==> src/rtl/pop_cnt_pkg.sv <==
// ============================================================================
// Module   : pop_cnt_pkg
// Purpose  : Shared FSM state type and default sizing for pop_counter_bank.
// Revision : 1.0
// ============================================================================
`default_nettype none

package pop_cnt_pkg;

  localparam int NCH_DEF  = 5;
  localparam int CW_DEF   = 5;
  localparam int IDXW_DEF = 3;

  typedef enum logic [1:0] {
    S_WAIT = 2'd0,
    S_READ = 2'd1,
    S_DUMP = 2'd2
  } state_t;

endpackage

`default_nettype wire

==> src/rtl/pop_cnt_lane.sv <==
// ============================================================================
// Module   : pop_cnt_lane
// Purpose  : One channel: pop counter plus sticky overflow flag.
//            Define POP_CNT_SATURATE_EN to saturate instead of wrapping.
// Revision : 1.0
// ============================================================================
`default_nettype none

module pop_cnt_lane #(
  parameter int CW = 5
) (
  input  logic          clk_i,
  input  logic          rst_i,
  input  logic          pop_i,
  output logic [CW-1:0] cnt_o,
  output logic          ovf_o
);

  logic [CW-1:0] cnt_q, cnt_d;
  logic          ovf_q, ovf_d;
  logic          w_full;

  assign w_full = &cnt_q;

  always_comb begin
    cnt_d = cnt_q;
    ovf_d = ovf_q;
    if (pop_i) begin
      ovf_d = ovf_q | w_full;
`ifdef POP_CNT_SATURATE_EN
      cnt_d = w_full ? cnt_q : cnt_q + CW'(1);
`else
      cnt_d = cnt_q + CW'(1);
`endif
    end
  end

  always_ff @(posedge clk_i) begin
    if (rst_i) begin
      cnt_q <= '0;
      ovf_q <= 1'b0;
    end else begin
      cnt_q <= cnt_d;
      ovf_q <= ovf_d;
    end
  end

  assign cnt_o = cnt_q;
  assign ovf_o = ovf_q;

endmodule

`default_nettype wire

==> src/rtl/pop_counter_bank.sv <==
// ============================================================================
// Module   : pop_counter_bank
// Purpose  : Bank of per-FIFO pop counters with single-read and full-dump
//            readout. Define POP_CNT_SATURATE_EN for saturating counters.
// Revision : 1.0
// ============================================================================
`default_nettype none

module pop_counter_bank
  import pop_cnt_pkg::*;
#(
  parameter int NCH  = NCH_DEF,
  parameter int CW   = CW_DEF,
  parameter int IDXW = IDXW_DEF
) (
  input  logic            CLK,
  input  logic            reset,
  input  logic [NCH-1:0]  pop,
  input  logic            req,
  input  logic            IDLE,
  input  logic [IDXW-1:0] idx,
  output logic [CW-1:0]   data,
  output logic            valid,
  output logic [IDXW-1:0] data_idx,
  output logic            busy,
  output logic [NCH-1:0]  ovf,
  output logic            err
);

  localparam logic [IDXW:0]   C_NCH_W    = (IDXW+1)'(NCH);
  localparam logic [IDXW-1:0] C_LAST_IDX = IDXW'(NCH-1);

  logic [NCH-1:0][CW-1:0] cnt_w;

  for (genvar g = 0; g < NCH; g++) begin : g_lane
    pop_cnt_lane #(.CW(CW)) u_lane (
      .clk_i (CLK),
      .rst_i (reset),
      .pop_i (pop[g]),
      .cnt_o (cnt_w[g]),
      .ovf_o (ovf[g])
    );
  end

  state_t                 state_q, state_d;
  logic                   idle_q;
  logic [CW-1:0]          rd_data_q, rd_data_d;
  logic [IDXW-1:0]        rd_idx_q, rd_idx_d;
  logic [NCH-1:0][CW-1:0] snap_q, snap_d;
  logic [IDXW-1:0]        dump_idx_q, dump_idx_d;
  logic                   err_q, err_d;

  logic                   w_idle_rise;
  logic                   w_idx_ok;
  logic [CW-1:0]          w_live_sel;
  logic [CW-1:0]          w_snap_sel;

  assign w_idle_rise = IDLE & ~idle_q;
  assign w_idx_ok    = {1'b0, idx} < C_NCH_W;

  // Explicit muxes keep out-of-range index values from ever selecting a lane.
  always_comb begin
    w_live_sel = '0;
    w_snap_sel = '0;
    for (int i = 0; i < NCH; i++) begin
      if (idx == IDXW'(i))        w_live_sel = cnt_w[i];
      if (dump_idx_q == IDXW'(i)) w_snap_sel = snap_q[i];
    end
  end

  always_comb begin
    state_d    = state_q;
    rd_data_d  = rd_data_q;
    rd_idx_d   = rd_idx_q;
    snap_d     = snap_q;
    dump_idx_d = dump_idx_q;
    err_d      = 1'b0;
    valid      = 1'b0;
    data       = '0;
    data_idx   = '0;
    busy       = 1'b0;

    case (state_q)
      S_WAIT: begin
        // An IDLE edge wins over a same-cycle req, which is silently dropped.
        if (w_idle_rise) begin
          snap_d     = cnt_w;
          dump_idx_d = '0;
          state_d    = S_DUMP;
        end else if (req) begin
          if (w_idx_ok) begin
            rd_data_d = w_live_sel;
            rd_idx_d  = idx;
            state_d   = S_READ;
          end else begin
            err_d = 1'b1;
          end
        end
      end
      S_READ: begin
        busy     = 1'b1;
        valid    = 1'b1;
        data     = rd_data_q;
        data_idx = rd_idx_q;
        err_d    = req;
        state_d  = S_WAIT;
      end
      S_DUMP: begin
        busy       = 1'b1;
        valid      = 1'b1;
        data       = w_snap_sel;
        data_idx   = dump_idx_q;
        err_d      = req;
        dump_idx_d = dump_idx_q + IDXW'(1);
        if (dump_idx_q == C_LAST_IDX) state_d = S_WAIT;
      end
      default: state_d = S_WAIT;
    endcase
  end

  always_ff @(posedge CLK) begin
    if (reset) begin
      state_q    <= S_WAIT;
      idle_q     <= 1'b0;
      rd_data_q  <= '0;
      rd_idx_q   <= '0;
      snap_q     <= '0;
      dump_idx_q <= '0;
      err_q      <= 1'b0;
    end else begin
      state_q    <= state_d;
      idle_q     <= IDLE;
      rd_data_q  <= rd_data_d;
      rd_idx_q   <= rd_idx_d;
      snap_q     <= snap_d;
      dump_idx_q <= dump_idx_d;
      err_q      <= err_d;
    end
  end

  assign err = err_q;

endmodule

`default_nettype wire

==> config.mk <==
export PLATFORM = sky130hd
export DESIGN_NAME = pop_counter_bank
export DESIGN_NICKNAME = d
export VERILOG_FILES = /design/src/rtl/pop_cnt_pkg.sv /design/src/rtl/pop_cnt_lane.sv /design/src/rtl/pop_counter_bank.sv
export SDC_FILE = /design/constraint.sdc
export NUM_CORES = 1
export LEC_CHECK = 0
export CORE_UTILIZATION = 63
export CTS_CLUSTER_DIAMETER = 100
export DETAILED_ROUTE_END_ITERATION = 8
export DONT_BUFFER_PORTS = 1
export GPL_TIMING_DRIVEN = 0
export PLACE_DENSITY = 0.84
export RECOVER_POWER = 25
export SLEW_MARGIN = 20
export SYNTH_ARGS = -nofsm -noshare
export SYNTH_HDL_FRONTEND = slang
export SYNTH_SLANG_ARGS = --single-unit
==> constraint.sdc <==
create_clock -name CLK -period 2.5 [get_ports CLK]
set_clock_uncertainty 0.1 [all_clocks]
set_input_delay 0.75 -clock CLK [delete_from_list [all_inputs] [get_ports CLK]]
set_output_delay 0.75 -clock CLK [all_outputs]
set_load 0.03 [all_outputs]
# After elaboration in Yosys (flattened, before gate mapping)
# Index checks and enable logic that the tools add are counted.
# Widths: inputs -> output; s select.
word_totals:
  ff_bits: 70
  input_bits: 12
  out_inout_bits: 16
  word_cells: 88
op_classes:
  add_sub_neg: 6
  n_lt_le_gt_ge: 1
  eq_ne: 14
  muxes: 24
  bitwise: 8
  n_reduce_logical: 14
op_table:
  columns: ["op", "n"]
  rows:
  - ["$mux 5", 10]
  - ["$add 5x1->5 const B", 5]
  - ["$reduce_and 5->1", 5]
  - ["$eq 3x2->1 const B", 4]
  - ["$pmux 3 s2", 2]
  - ["$pmux 5 s2", 1]
  - ["$mux 2", 4]
  - ["$eq 3x1->1 const B", 2]
  - ["$eq 3x3->1 const B", 2]
  - ["$logic_not 3->1", 2]
  - ["$ne 3x3->1 const B", 2]
  - ["$or 1x1->1", 5]
  - ["$mux 1", 4]
  - ["$ne 2x2->1 const B", 2]
  - ["$pmux 2 s2", 1]
  - ["$reduce_and 2->1", 2]
  - ["$reduce_and 4->1", 1]
  - ["$add 3x1->3 const B", 1]
  - ["$lt 3x3->1 const B", 1]
  - ["$mux 3", 1]
  - ["$reduce_and 3->1", 1]
  - ["$eq 2x1->1 const B", 1]
  - ["$eq 2x2->1 const B", 1]
  - ["$logic_not 2->1", 1]
  - ["other kinds (5)", 6]

# Logic depth before layout (Yosys ltp)
depth:
  ltp_word: 7
  depth_mapped: 7
  mapped_depth_nobuf: 6

# Hierarchy
# A second synthesis with hierarchy kept.
hier_totals:
  hier_cells: 393
  area_unflattened_um2: 3562.2
by_module_without_submodules:
  columns: ["module", "n_inst", "cells_each", "area_per_inst_um2", "seq_area_each_um2"]
  rows:
  - ["pop_counter_bank", 1, 268, 2204.6, 800.8]
  - ["pop_cnt_lane", 5, 25, 271.5, 120.1]

# Worst setup path after synthesis
# Ideal clock, no wire load.
synth_timing:
  path_kind: "register to output"
  from: "register state_q[1]"
  to: "output port data[0]"
  t_arrival_ps: 2125
  required_time_ps: 1650
  setup_slack_ps: -475
  stages_incl_launch_ff: 7
  path_buffers: 1
  path_cell_list: "dfxtp_1 -> inv_1 -> ha_1 -> clkbuf_1 -> and2_1 -> o21ai_0 -> o21ai_0"
synth_via:
  elab_chain_cells: 2
  elab_cells_between_ends: 3
  cone_classes: "eq/ne: 2; mux: 1"
synth_lines:
  columns: ["item", "line", "source"]
  rows:
  - ["start: declaration", "pop_counter_bank.sv:45", "state_t state_q, state_d;"]
  - ["start signal: assignment", "pop_counter_bank.sv:131", "state_q <= state_d;"]
  - ["$eq 2x2->1 or $eq 2x1->1 (tied branches)", "pop_counter_bank.sv:83", "case (state_q)"]
  - ["$pmux 5 s2 *", "pop_counter_bank.sv:83", null]
  - ["end: declaration", "pop_counter_bank.sv:22", "output logic [CW-1:0] data,"]
# Every way passes the cells marked *; elsewhere a longest branch is shown, timed or not.

# Worst setup path in the final report
layout_timing:
  from: "register dump_idx_q[0]"
  to: "output port data[4]"
layout_via:
  elab_chain_cells: 7
  elab_cells_between_ends: 11
  cone_classes: "eq/ne: 4; mux: 6; reduce/logical: 1"
layout_lines:
  columns: ["item", "line", "source"]
  rows:
  - ["start: declaration", "pop_counter_bank.sv:50", "logic [IDXW-1:0] dump_idx_q, dump_idx_d;"]
  - ["start signal: assignment", "pop_counter_bank.sv:136", "dump_idx_q <= dump_idx_d;"]
  - ["$logic_not 3->1", "pop_counter_bank.sv:67", "if (dump_idx_q == IDXW'(i)) w_snap_sel = snap_q[i];"]
  - ["$mux 5 (4 in series)", "pop_counter_bank.sv:67", null]
  - ["$mux 5 *", "pop_counter_bank.sv:67", null]
  - ["$pmux 5 s2 *", "pop_counter_bank.sv:83", null]
# Marked as above.

==> results.ini <==
[setup_path]
crit_path_max_incr_delay_ns=0.38
critPathMaxFanout=5
crit_path_end_kind=output port
crit_path_cell_trace=ha_2 > ha_4 > nor2_4 > buf_12 > a31oi_4 > o21ai_4
crit_required_ns=1.65
cp_slowest_cell=dfxtp_4
arrival_ns=1.78
crit_type=reg2out
start_kind=register

[run_status]
outcome=complete, but fails checks
violations=setup timing

[grt]
antenna_found_initial=0
grt_pass1_wl_mm=12.2
grtUsageTotal_pct=30.0
grt_max_degree=13
grt_pass1_vias=2635
grt-ovfl-total=0

[timing]
relSlewSlack_pct=54.2
finalHoldViolations=0
period_needed_ns=2.63
finalCritPeriodShare_pct=105
rsz0062_at_grt=yes
worstMarginPinSlew_ns=0.687
setup_slack_ns=-0.130
fmax_ghz=0.380
finalSetupViolCount=5
slew_viol_final=0
tns_ns=-0.588

[floorplan]
dieArea_um2=5730
start_util_pct=66.2
coreArea_um2=5170
ios=28
placementRows=26
die_h_um=75.7
fp.dieW_um=75.7

[pwr]
p_sw_share_pct=28.0
pwr-share-clk_pct=37.4
leakage_uw=0.00160
p_int_uw=1790
pwr_density_cell_nw_per_um2=608
combPwrFrac_pct=14.1
share_seq_of_total_power_pct=48.5
power_switching_uw=697
ir_drop_v=0.000397
power_uw=2480

[placed_design]
io_buffers=0
placed_area_um2=3540
gp_congestion=0.862
placed_cells=465
place_hpwl_mm=5.65

[routing]
drt-total-wl_mm=8.64
antenna_left=0
detail_route.first_pass.iterations=4
drc=0
wire_per_inst_um=17.8
drt-initial-drc-count=239
vias=2883
vias_per_cell=5.94

[synthesis]
avgSynthCellArea_um2=8.67
seq_area_frac_synth_pct=40.9
netlist_instances=395
synth_nets=426
synth_seq_cells=70
async_flop_share_pct=0
ys_types=32
synth-edff-count=0
syn_area_um2=3420
yosysWarnings=0
yosys_most_used_dff=dfxtp_1

[clocking]
htreeDepth=3
clkTransAtPathRegs_ns=0.08
clk_latency_ns=0.35
cts_sinks=70
clk_path_buf_depth=2
cts_root_buf=clkbuf_8
cts_tree=done
cts-buffers-inserted=9

[worst_hold_path]
min_path_type=reg2reg

[cells_and_area]
final_cells=485
final_common_cell=nand2_1
final_cell_mix=nand2_1, dfxtp_1, nor2_1
final_util_pct=79.0
fillers=317
final_layout_size_suffix_gt1_share_pct=20.7
area_growth_syn_to_layout_pct=19.3
final_area_um2=4090
nets=441
antenna_cells=0

[job]
maxCapViolCount=0

==> state kept, by name (all words and copies together) (netlist names) <==
name	count
idle_q	1
g_lane.u_lane.ovf_o	5
g_lane.u_lane.cnt_o	25
dump_idx_q	3
err	1
rd_idx_q	3
state_q	2
snap_q	25
rd_data_q	5
==> cells by family after synthesis <==
family / after synthesis / synth area share [%]
compound gates: 72 / 13.2
xor+xnor: 15 / 3.84
fa+ha+maj: 19 / 6.94
buf+inv: 44 / 6.69
flops: 70 / 40.9
mux: 20 / 8.22
simple gates: 155 / 20.2
==> power groups by stage <==
| stage | combinational [µW] | sequential, µW | clock (µW) |
|---|---|---|---|
| CTS | 329 | 1200 | 921 |
| global route | 386 | 1210 | 965 |
| global placement | 277 | 1220 | 0 |
| detailed placement | 288 | 1230 | 0 |
| finish | 352 | 1200 | 929 |
| floorplan | 235 | 1210 | 0 |
==> cells in the mapped netlist, drive strengths merged (6+ instances only) <==
| cell type | n | area share [%] |
|---|---|---|
| clkbuf | 19 | 2.1 |
| nand2 | 75 | 8.2 |
| nand2b | 7 | 1.3 |
| xor2 | 10 | 2.6 |
| o21ai | 16 | 2.7 |
| buf | 14 | 3.4 |
| ha | 19 | 6.9 |
| a21oi | 38 | 5.6 |
| dfxtp | 70 | 41 |
| inv | 11 | 1.2 |
| nand3 | 7 | 1.0 |
| nand4 | 6 | 1.5 |
| mux2i | 15 | 4.4 |
| nor2 | 42 | 4.6 |
==> path summary, 6_finish.rpt <==
path	start	to	slack (ns)	cells past startpoint
max	dump_idx_q[0]	data[4]	-0.13	6
min	snap_q[17]	snap_q[17]	0.35	2
max reg2reg	state_q[0]	snap_q[13]	0.79	6
min reg2reg	snap_q[17]	snap_q[17]	0.35	2
==> final cells by class <==
class                      count  area [µm²]  area share (%)
clock inverter                 6        61.3            1.50
clock buffer                  10         138            3.37
inverter                      11        43.8            1.07
buffer                        28         165            4.04
sequential                    70        1410            34.6
multi-input combinational    281        2080            51.0
tap                           70        87.6            2.14
timing repair buffer           9        92.6            2.27
==> critical path: cells and delay by family, from the launching register on <==
family | cells | cell delay [ns]
AO/OA/AOI/OAI | 2 | 0.39
adder cells (fa/ha/maj) | 2 | 0.39
AND/OR/NAND/NOR | 1 | 0.12
buffers and inverters | 1 | 0.14
flip-flops | 1 | 0.38
==> metrics by stage <==
| stage | hold slack [ns] | worst slack (ns) |
|---|---|---|
| floorplan | 0.331 | 0.0815 |
| global placement | 0.342 | -0.0804 |
| detailed placement | 0.347 | -0.0858 |
| CTS | 0.357 | -0.134 |
| global route | 0.371 | -0.176 |
| finish | 0.355 | -0.130 |
==> repair_timing <==
| action | CTS | global route |
|---|---|---|
| hold buffers | 0 | 0 |
| buffers inserted | 5 | 4 |
| gates resized for setup | 43 | 29 |
| endpoints found under the setup margin | 8 | 8 |
| pin swaps | 7 | 8 |
==> routing by layer <==
layer	global-route usage (%)	part of all wire, %	vias up	wire, µm
met5	0	0	-	0
met1	32.7	39	1376	3390
met4	18.3	3.7	0	320
li1	-	-	1362	-
met3	4.76	5.6	27	485
met2	54.6	51	118	4450
No activity file was read; power rests on OpenSTA's default activity.
